$ cat config.mk
export PLATFORM = sky130hd
export DESIGN_NAME = ecc16_decoder_pipe
export DESIGN_NICKNAME = d
export VERILOG_FILES = /design/src/rtl/ecc16_pkg.sv /design/src/rtl/ecc16_syndrome.sv /design/src/rtl/ecc16_decoder_pipe.sv
export SDC_FILE = /design/constraint.sdc
export NUM_CORES = 1
export LEC_CHECK = 0
export BUFFER_PORTS_ARGS = -buffer_cell sky130_fd_sc_hd__buf_2
export CAP_MARGIN = 30
export CORE_MARGIN = 2
export CORE_UTILIZATION = 30
export CTS_CLUSTER_SIZE = 28
export DETAILED_ROUTE_END_ITERATION = 10
export PLACE_DENSITY = 0.54
export SYNTH_ARGS = -nofsm -noshare
export SYNTH_HDL_FRONTEND = slang
export SYNTH_SLANG_ARGS = --single-unit
export TNS_END_PERCENT = 20
$ cat constraint.sdc
create_clock -name clock -period 2.8 [get_ports clock]
set_input_delay 0.84 -clock clock [delete_from_list [all_inputs] [get_ports clock]]
set_output_delay 0.84 -clock clock [all_outputs]
set_load 0.005 [all_outputs]
$ cat src/rtl/ecc16_pkg.sv
// ECC16 SEC-DED shared constants, types and helpers.
// Check-bit masks, syndrome decode table, pipeline bundles.
package ecc16_pkg;

    localparam int DATA_W = 16;
    localparam int PAR_W  = 6;
    localparam int HAM_W  = 5;

    // Data bits covered by each Hamming check bit.
    // Data bit i sits at codeword position 3,5,6,7,9..15,17..21.
    localparam logic [DATA_W-1:0] CHK0_MASK = 16'hAD5B;
    localparam logic [DATA_W-1:0] CHK1_MASK = 16'h366D;
    localparam logic [DATA_W-1:0] CHK2_MASK = 16'hC78E;
    localparam logic [DATA_W-1:0] CHK3_MASK = 16'h07F0;
    localparam logic [DATA_W-1:0] CHK4_MASK = 16'hF800;

    // Syndrome -> data bit: bit 4 = syndrome names a data bit,
    // bits [3:0] = index of that data bit.
    localparam logic [4:0] SYN_DECODE [32] = '{
        5'h00, 5'h00, 5'h00, 5'h10,
        5'h00, 5'h11, 5'h12, 5'h13,
        5'h00, 5'h14, 5'h15, 5'h16,
        5'h17, 5'h18, 5'h19, 5'h1A,
        5'h00, 5'h1B, 5'h1C, 5'h1D,
        5'h1E, 5'h1F, 5'h00, 5'h00,
        5'h00, 5'h00, 5'h00, 5'h00,
        5'h00, 5'h00, 5'h00, 5'h00
    };

    typedef enum logic [1:0] {
        SYN_CLEAN  = 2'd0,
        SYN_DATA   = 2'd1,
        SYN_PARITY = 2'd2,
        SYN_UNCORR = 2'd3
    } syn_class_e;

    // Stage 1 -> stage 2 bundle.
    typedef struct packed {
        logic              valid;
        logic [DATA_W-1:0] data;
        logic [HAM_W-1:0]  syn;
        logic              ov;
    } s1_t;

    // Stage 2 classification result.
    typedef struct packed {
        logic              sbe;
        logic              dbe;
        logic [DATA_W-1:0] data;
    } fix_t;

    // A zero or single-hot syndrome points at a check bit,
    // or at the overall parity bit itself.
    function automatic logic is_parity_syn(input logic [HAM_W-1:0] syn);
        return (syn & (syn - 5'd1)) == 5'd0;
    endfunction

    function automatic syn_class_e classify(
        input logic [HAM_W-1:0] syn,
        input logic             ov
    );
        syn_class_e cls;
        cls = SYN_UNCORR;
        if (!ov) begin
            cls = (syn == 5'd0) ? SYN_CLEAN : SYN_UNCORR;
        end else if (SYN_DECODE[syn][4]) begin
            cls = SYN_DATA;
        end else if (is_parity_syn(syn)) begin
            cls = SYN_PARITY;
        end
        return cls;
    endfunction

endpackage

$ cat src/rtl/ecc16_syndrome.sv
// ECC16 syndrome generator, purely combinational.
// Recomputes check bits with encoder equations and compares.
module ecc16_syndrome
    import ecc16_pkg::*;
(
    input  logic [DATA_W-1:0] data,
    input  logic [PAR_W-1:0]  parity,
    output logic [HAM_W-1:0]  syn,
    output logic              ov
);

    logic [HAM_W-1:0] chk;

    // Encoder check bits, then syndrome and overall parity.
    always_comb begin
        chk[0] = ^(data & CHK0_MASK);
        chk[1] = ^(data & CHK1_MASK);
        chk[2] = ^(data & CHK2_MASK);
        chk[3] = ^(data & CHK3_MASK);
        chk[4] = ^(data & CHK4_MASK);
        syn    = chk ^ parity[HAM_W-1:0];
        ov     = ^{data, parity};
    end

endmodule

$ cat src/rtl/ecc16_decoder_pipe.sv
// ECC16 SEC-DED receive decoder, two-stage pipeline.
// Corrects single-bit errors, flags uncorrectable words, counts both.
module ecc16_decoder_pipe
    import ecc16_pkg::*;
#(
    parameter int CNT_W = 16
) (
    input  logic              clock,
    input  logic              reset_n,
    input  logic [DATA_W-1:0] dec_in,
    input  logic [PAR_W-1:0]  parity_in,
    input  logic              valid_in,
    input  logic              cnt_clear,
    output logic [DATA_W-1:0] dec_out,
    output logic              valid_out,
    output logic              sbe_out,
    output logic              dbe_out,
    output logic [PAR_W-1:0]  syndrome_out,
    output logic              sbe_sticky,
    output logic              dbe_sticky,
    output logic [CNT_W-1:0]  sbe_cnt,
    output logic [CNT_W-1:0]  dbe_cnt
);

    localparam logic [CNT_W-1:0] CNT_MAX = '1;

    logic [HAM_W-1:0] syn_c;
    logic             ov_c;
    s1_t              s1_q;
    fix_t             fix_c;
    syn_class_e       cls_c;
    logic [4:0]       dec_entry;
    logic             sbe_evt;
    logic             dbe_evt;

    ecc16_syndrome u_syndrome (
        .data   (dec_in),
        .parity (parity_in),
        .syn    (syn_c),
        .ov     (ov_c)
    );

    // Stage 1: capture data with its syndrome every cycle.
    always_ff @(posedge clock or negedge reset_n) begin
        if (!reset_n) begin
            s1_q <= '0;
        end else begin
            s1_q.valid <= valid_in;
            s1_q.data  <= dec_in;
            s1_q.syn   <= syn_c;
            s1_q.ov    <= ov_c;
        end
    end

    // Classify the stage 1 syndrome and repair a single data bit.
    always_comb begin
        fix_c     = '0;
        fix_c.data = s1_q.data;
        cls_c     = classify(s1_q.syn, s1_q.ov);
        dec_entry = SYN_DECODE[s1_q.syn];
        unique case (cls_c)
            SYN_CLEAN: begin
                fix_c.sbe = 1'b0;
            end
            SYN_DATA: begin
                fix_c.sbe  = 1'b1;
                fix_c.data = s1_q.data ^ (16'd1 << dec_entry[3:0]);
            end
            SYN_PARITY: begin
                fix_c.sbe = 1'b1;
            end
            SYN_UNCORR: begin
                fix_c.dbe = 1'b1;
            end
            default: begin
                fix_c.dbe = 1'b1;
            end
        endcase
    end

    // Stage 2: flags follow every slot, data and syndrome only valid ones.
    always_ff @(posedge clock or negedge reset_n) begin
        if (!reset_n) begin
            valid_out    <= 1'b0;
            sbe_out      <= 1'b0;
            dbe_out      <= 1'b0;
            dec_out      <= '0;
            syndrome_out <= '0;
        end else begin
            valid_out <= s1_q.valid;
            sbe_out   <= s1_q.valid & fix_c.sbe;
            dbe_out   <= s1_q.valid & fix_c.dbe;
            if (s1_q.valid) begin
                dec_out      <= fix_c.data;
                syndrome_out <= {s1_q.ov, s1_q.syn};
            end
        end
    end

    assign sbe_evt = valid_out & sbe_out;
    assign dbe_evt = valid_out & dbe_out;

    // Saturating error counters; a clear beats a same-cycle event.
    always_ff @(posedge clock or negedge reset_n) begin
        if (!reset_n) begin
            sbe_cnt <= '0;
            dbe_cnt <= '0;
        end else if (cnt_clear) begin
            sbe_cnt <= '0;
            dbe_cnt <= '0;
        end else begin
            if (sbe_evt && sbe_cnt != CNT_MAX) begin
                sbe_cnt <= sbe_cnt + 1'b1;
            end
            if (dbe_evt && dbe_cnt != CNT_MAX) begin
                dbe_cnt <= dbe_cnt + 1'b1;
            end
        end
    end

    // Sticky error flags, cleared together with the counters.
    always_ff @(posedge clock or negedge reset_n) begin
        if (!reset_n) begin
            sbe_sticky <= 1'b0;
            dbe_sticky <= 1'b0;
        end else if (cnt_clear) begin
            sbe_sticky <= 1'b0;
            dbe_sticky <= 1'b0;
        end else begin
            if (sbe_evt) begin
                sbe_sticky <= 1'b1;
            end
            if (dbe_evt) begin
                dbe_sticky <= 1'b1;
            end
        end
    end

endmodule

==> out/metrics.cfg, run 1 <==
[status]
status=complete, no violations

[floorplan]
die-area_mm2=0.0156
die_h_um=125
start_util_pct=30.4
core_mm2=0.0144
fp.dieW_um=125
io_pins=85
row_count=44

[global_route]
grt_pass1_vias=3482
track_usage_pct=13.9
grt_pass1_wl_um=17500
antenna_found_initial=0
grt_max_degree=44
overflow=0

[critical_path]
cp-start-kind=register
rr_startpoint=s1_q[1]$_DFF_PN0_
worstSetupEndpointType=register
critPathRequiredTime_ns=3.06
slowest_delay_ns=0.50
path_class=reg2reg
worstPathCellList=inv_2 -> ha_2 -> nor2b_2 -> o21ai_2 -> o311ai_4 -> a31oi_1 -> ha_2 -> inv_2 -> a311o_1 -> or4_1 -> a31oi_1
reg2reg_slack_ns=0.16
arrival_ns=2.91
cp_max_fo=4
slowest_stage=or4_1
cp-startpoint=s1_q[1]$_DFF_PN0_

[yosys]
syn_area_mm2=0.00438
synthFlopType=dfrtp_1
ys_warn_count=0
synthArstFlopShare_pct=100
netlist.area_leader.share_pct=46.8
yosysUniqueCellTypes=50
synth_area_leaders=dfrtp_1 (47%), xnor2_1 (7.4%), xor2_1 (5.0%), nor2_1 (4.3%), ha_1 (3.4%)
syn_nets=477
yosysMostFrequentCell=dfrtp_1
syn_inst=439
synth_top_area_cell=dfrtp_1
ys_seq_elements=82
synth_edf_count=0
ys_seq_area_share_pct=46.8
synth_commonest_cells=dfrtp_1 (82), nor2_1 (50), xnor2_1 (37), xor2_1 (25), inv_1 (23)
syn_area_per_cell_um2=9.98

[routing]
wire_per_inst_um=14.8
drtIter0Drc=156
detail_route.drc_violations=0
viasPerCell=4.93
ant_nets=0
wl_um=10700
vias=3561
drtPass1Iterations=4

[final_layout]
final_util_pct=37.6
area_delta_synth_final_pct=23.6
diodes=0
drive_gt1_share_pct=26.2
stdcell_count=723
fin_nets=572

[power_and_ir_drop]
comb_power_share_pct=38.3
p_switching_mw=1.56
leakage_nw=2.40
seqPwrFrac_pct=35.9
powerDensity_mw_per_mm2=780
power.internal_mw=2.66
irDropWorstVdd_uv=377
clock_power_share_pct=25.8
swShare_pct=37.0

[sta]
finalClockSkew_ns=0.00480
slew_viol_final=0
finalSetupViolCount=0
rsz0062_at_grt=no
final-hold-violation-count=0
setup-tns-final_ns=0
fmax_mhz=378
holdWs_ns=0.497
fin_crit_sh_pct=94.4
worst_slew_pin_slew_ns=0.676
period_needed_ns=2.64
timing.slew.headroom_pct=54.6

[cts]
cts_buffers=9
cts_root_buf=clkbuf_16
worst_skew_pair.late_latency_ns=0.34
h-tree-depth=3
clock_path_buffers=2
clk_pin_slew_ns=0.06
cts_tree=done
postCtsHoldBufs=0
cts_sinks=82

[placed_design]
finalWeightedCongestion=0.853
portBuffers=84
hpwlAfterDp_um=8040
place_inst=705

[run]
maxCapViolations=0

[min_path]
hold_class=in2async

-- layer usage --
metal  global-route usage [%]  vias up  part of all wire (%)
li1                         -     1747                     -
met2                     22.6       95                    46
met1                     18.4     1702                    48
met5                        0        -                     0
met3                     2.88       17                   4.8
met4                     5.23        0                   1.8
-- power groups by stage --
stage	clock network (mW)	registers, mW	logic (mW)
2_1_floorplan	0	1.52	0.955
3_5_place_dp	0	1.53	1.55
6_report	1.09	1.51	1.62
4_1_cts	1.13	1.50	1.57
3_3_place_gp	0	1.52	1.51
5_1_grt	1.18	1.54	1.77
-- final cells by class --
cell class,instances,area [um^2]
clock inverters,6,41.3
clock buffers,10,229
fillers,1467,9010
inverters,24,90.1
well taps,184,230
repair buffers,101,563
multi-input cells,316,2210
flip-flops and latches,82,2050
-- cell usage in the layout (no fill, tap or decap), types with 3 or more instances in the layout --
cell        n
buf_2      83
dfrtp_1    80
nor2_1     50
xnor2_1    37
xor2_1     25
inv_1      21
a31oi_1    21
nand3_1    20
nand2_1    19
buf_4      17
nand4_1    12
ha_1       10
nor3_1      9
clkbuf_16   9
a21o_1      7
a21oi_1     7
o211ai_1    7
nand2b_1    6
o31ai_1     6
mux2_2      6
mux2i_1     5
o21ai_0     5
a211oi_1    5
a31o_2      5
and2_1      4
nand3b_1    4
o2bb2ai_1   4
and4_1      3
a311oi_1    3
or4_1       3
and3_1      3
nor4_1      3
a2111oi_0   3
clkinv_2    3
-- through the flow --
stage	total power [mW]	cell area [um^2]	setup WS, ns
after floorplan	2.47	4380	0.0673
after global placement	3.03	5090	0.0866
after detailed placement	3.08	5090	-0.00915
after CTS	4.20	5380	0.0216
after global routing	4.50	5420	0.0116
final	4.22	5420	0.156
-- worst paths after layout --
path / end / depth (start not counted)
setup / recovery: dec_out[11]$_DFFE_PN0P_ / 11
hold / removal: sbe_cnt[13]$_DFFE_PN0P_ / 1
setup reg to reg: dec_out[11]$_DFFE_PN0P_ / 11
hold reg to reg: sbe_sticky$_DFFE_PN0P_ / 2
max in group asynchronous: s1_q[22]$_DFF_PN0_ / 2
min in group clock: sbe_sticky$_DFFE_PN0P_ / 2
-- flip-flops by register name, indices dropped and copies added, names as in the netlist --
signal,count
s1_q,23
dbe_cnt,16
dec_out,16
sbe_cnt,16
syndrome_out,6
dbe_out,1
dbe_sticky,1
sbe_out,1
sbe_sticky,1
valid_out,1
-- critical path: cells and delay by family, from the launching register on --
kind                     cells  cell delay, ns
AO/OA/AOI/OAI                5            0.98
AND/OR/NAND/NOR              2            0.68
adder cells (fa/ha/maj)      2            0.43
flip-flops                   1            0.35
buffers and inverters        2            0.12
-- logic make-up (layout without fill, tap and decap cells) --
group / count (synthesis) / after routing / share of synthesized area, %
AOI/OAI and AO/OA: 83 / 83 / 13.9
and+or+nand+nor: 147 / 147 / 16.8
muxes: 12 / 12 / 3.03
adders and majority gates: 12 / 12 / 3.43
DFF: 82 / 82 / 46.8
buffers and inverters: 41 / 141 / 3.60
xor gates and xnor gates: 62 / 62 / 12.4
-- repair_timing --
item,4_1_cts,5_1_grt
pin swaps,2,4
resized for setup,1,13
setup endpoints to repair,2,16
setup buffers,2,0
Power figures use the tool's default switching activity.
==> run 2, diff against run 1 <==
--- a/config.mk
+++ b/config.mk
@@ -11,7 +11,7 @@
 export CORE_UTILIZATION = 30
 export CTS_CLUSTER_SIZE = 28
 export DETAILED_ROUTE_END_ITERATION = 10
-export PLACE_DENSITY = 0.54
+export PLACE_DENSITY = 0.51
 export SYNTH_ARGS = -nofsm -noshare
 export SYNTH_HDL_FRONTEND = slang
 export SYNTH_SLANG_ARGS = --single-unit
==> out/metrics.cfg, run 2 (synthesis results as in run 1) <==
[routing]
drtPass1Iterations=4  ; unchanged
met2_length_um=4890  ; -0.59%
wire_per_inst_um=14.9  ; +0.24%
vias=3575  ; +0.39%
wl_met1_um=5240  ; +2.4%
drtIter0Drc=270  ; +73%
ant_nets=0  ; unchanged
wl_um=10800  ; +0.65%
viasPerCell=4.92  ; about the same
detail_route.drc_violations=0  ; unchanged
met3_length_um=511  ; +0.20%
highest_layer=met4

[placed_design]
finalWeightedCongestion=0.846  ; -0.81%
place_inst=706  ; +0.14%
pre_cts_slack_ns=-0.0203  ; -0.0112 ns
hpwlAfterDp_um=7960  ; -1.1%
portBuffers=84  ; unchanged

[critical_path]
critPathRequiredTime_ns=3.05  ; about the same
worstSetupEndpointType=register
path_class=reg2reg
arrival_ns=2.90  ; about the same
reg2reg_depth=12  ; +1
cp_max_fo=4  ; unchanged
cp-start-kind=register

[final_layout]
largest_reg_flops=23  ; unchanged
diodes=0  ; unchanged
drive_gt1_share_pct=26.2  ; +0.040 points
final_cell_mix=buf_2 (83), dfrtp_1 (81), nor2_1 (50), xnor2_1 (37), xor2_1 (25)
final_common_cell=buf_2
n_fill_cell=1473  ; +0.41%
stdcell_count=726  ; +0.41%
fin_nets=575  ; +0.52%
area_delta_synth_final_pct=25.2
largest_register=s1_q

[sta]
finalClockSkew_ns=0.00632  ; +0.00152 ns
slew_viol_final=0  ; unchanged
rsz0062_at_grt=no
worst_slew_pin_slew_ns=0.661  ; -0.0155 ns
timing.slew.headroom_pct=55.7  ; +1.1 points
fin_crit_sh_pct=94.5  ; about the same
fmax_mhz=378  ; about the same
finalSetupViolCount=0  ; unchanged
period_needed_ns=2.65  ; +0.00109 ns
final-hold-violation-count=0  ; unchanged
holdWs_ns=0.480  ; -0.0170 ns
postLayoutSetupSlackWorst_ns=0.155  ; -0.00110 ns

[floorplan]
die_h_um=125  ; unchanged
io_pins=85  ; unchanged
die-area_mm2=0.0156  ; unchanged
fp.dieW_um=125  ; unchanged
start_util_pct=30.4  ; unchanged
core_mm2=0.0144  ; unchanged
row_count=44  ; unchanged

[cts]
clk_pin_slew_ns=0.06  ; about the same
clock_path_buffers=2  ; unchanged
worst_skew_pair.late_latency_ns=0.33  ; about the same
cts_root_buf=clkbuf_16
cts_buffers=9  ; unchanged
cts_tree=done
h-tree-depth=3  ; unchanged
postCtsHoldBufs=0  ; unchanged
cts_sinks=82  ; unchanged

[power_and_ir_drop]
powerDensity_mw_per_mm2=798  ; +2.4%
leakage_nw=2.43  ; +1.2%
irDropWorstVdd_uv=320  ; -15%
power_mw=4.38  ; +3.8%

[global_route]
overflow=0  ; unchanged
grt_max_degree=46  ; +4.5%
grt_pass1_vias=3432  ; -1.4%
grt_pass1_wl_um=17800  ; +1.5%
antenna_found_initial=0  ; unchanged
track_usage_pct=14.1  ; +0.14 points

[min_path]
hold_class=in2async

[status]
status=complete, no violations

[run]
maxCapViolations=0  ; unchanged

-- run 2: layout make-up --
class,count,area [um^2],share of cell area [%]
clock buffers,11,253,4.61
clock inverters,5,60.1,1.09
inverters,24,90.1,1.64
multi-input cells,316,2220,40.4
flip-flops and latches,82,2050,37.4
well taps,184,230,4.20
repair buffers,104,586,10.7
-- run 2: power by group --
| part | internal [mW] | total, mW | switching (mW) |
|---|---|---|---|
| Sequential | 1.36 | 1.51 | 0.153 |
| Combinational | 0.717 | 1.64 | 0.927 |
| Clock | 0.743 | 1.23 | 0.484 |
| Total | 2.82 | 4.38 | 1.56 |
-- run 2: worst paths after layout --
| kind | to | slack, ns | start |
|---|---|---|---|
| max | dec_out[15]$_DFFE_PN0P_ | 0.15 | s1_q[1]$_DFF_PN0_ |
| min | sbe_cnt[9]$_DFFE_PN0P_ | 0.48 | reset_n |
| max reg2reg | dec_out[15]$_DFFE_PN0P_ | 0.15 | s1_q[1]$_DFF_PN0_ |
| min reg2reg | sbe_sticky$_DFFE_PN0P_ | 0.50 | sbe_sticky$_DFFE_PN0P_ |
| max in group asynchronous | s1_q[18]$_DFF_PN0_ | 1.71 | reset_n |
| min in group clock | sbe_sticky$_DFFE_PN0P_ | 0.50 | sbe_sticky$_DFFE_PN0P_ |
-- run 2: per-stage QoR --
stage / utilization, % / setup TNS, ns / instance area [um^2]
6_report: 38.0 / 0 / 5490
5_1_grt: 38.0 / 0 / 5490
4_1_cts: 37.7 / 0 / 5440
3_5_place_dp: 35.4 / -0.0358 / 5100
3_3_place_gp: 35.4 / 0 / 5100
2_1_floorplan: - / 0 / 4380
-- run 2: repair_timing --
item / CTS / global route
pin swaps: 3 / 5
cloned: 0 / 0
buffers inserted: 3 / 1
gates resized for setup: 3 / 9
endpoints found under the setup margin: 2 / 15
-- run 2: critical path, stage by stage, from the launching register on --
cell      delay [ns]
dfrtp_1         0.36
inv_2           0.07
ha_4            0.17
nor2b_1         0.15
o21ai_1         0.22
o311ai_4        0.15
inv_1           0.09
a21o_1          0.12
ha_2            0.18
inv_1           0.08
a311o_1         0.30
or4_1           0.50
a31oi_1         0.17
-- run 2: metal layers --
metal | GRT usage, % | up-vias
met4 | 4.84 | 0
met5 | 0 | -
met3 | 3.52 | 13
met1 | 19.2 | 1700
met2 | 21.8 | 100
li1 | - | 1762
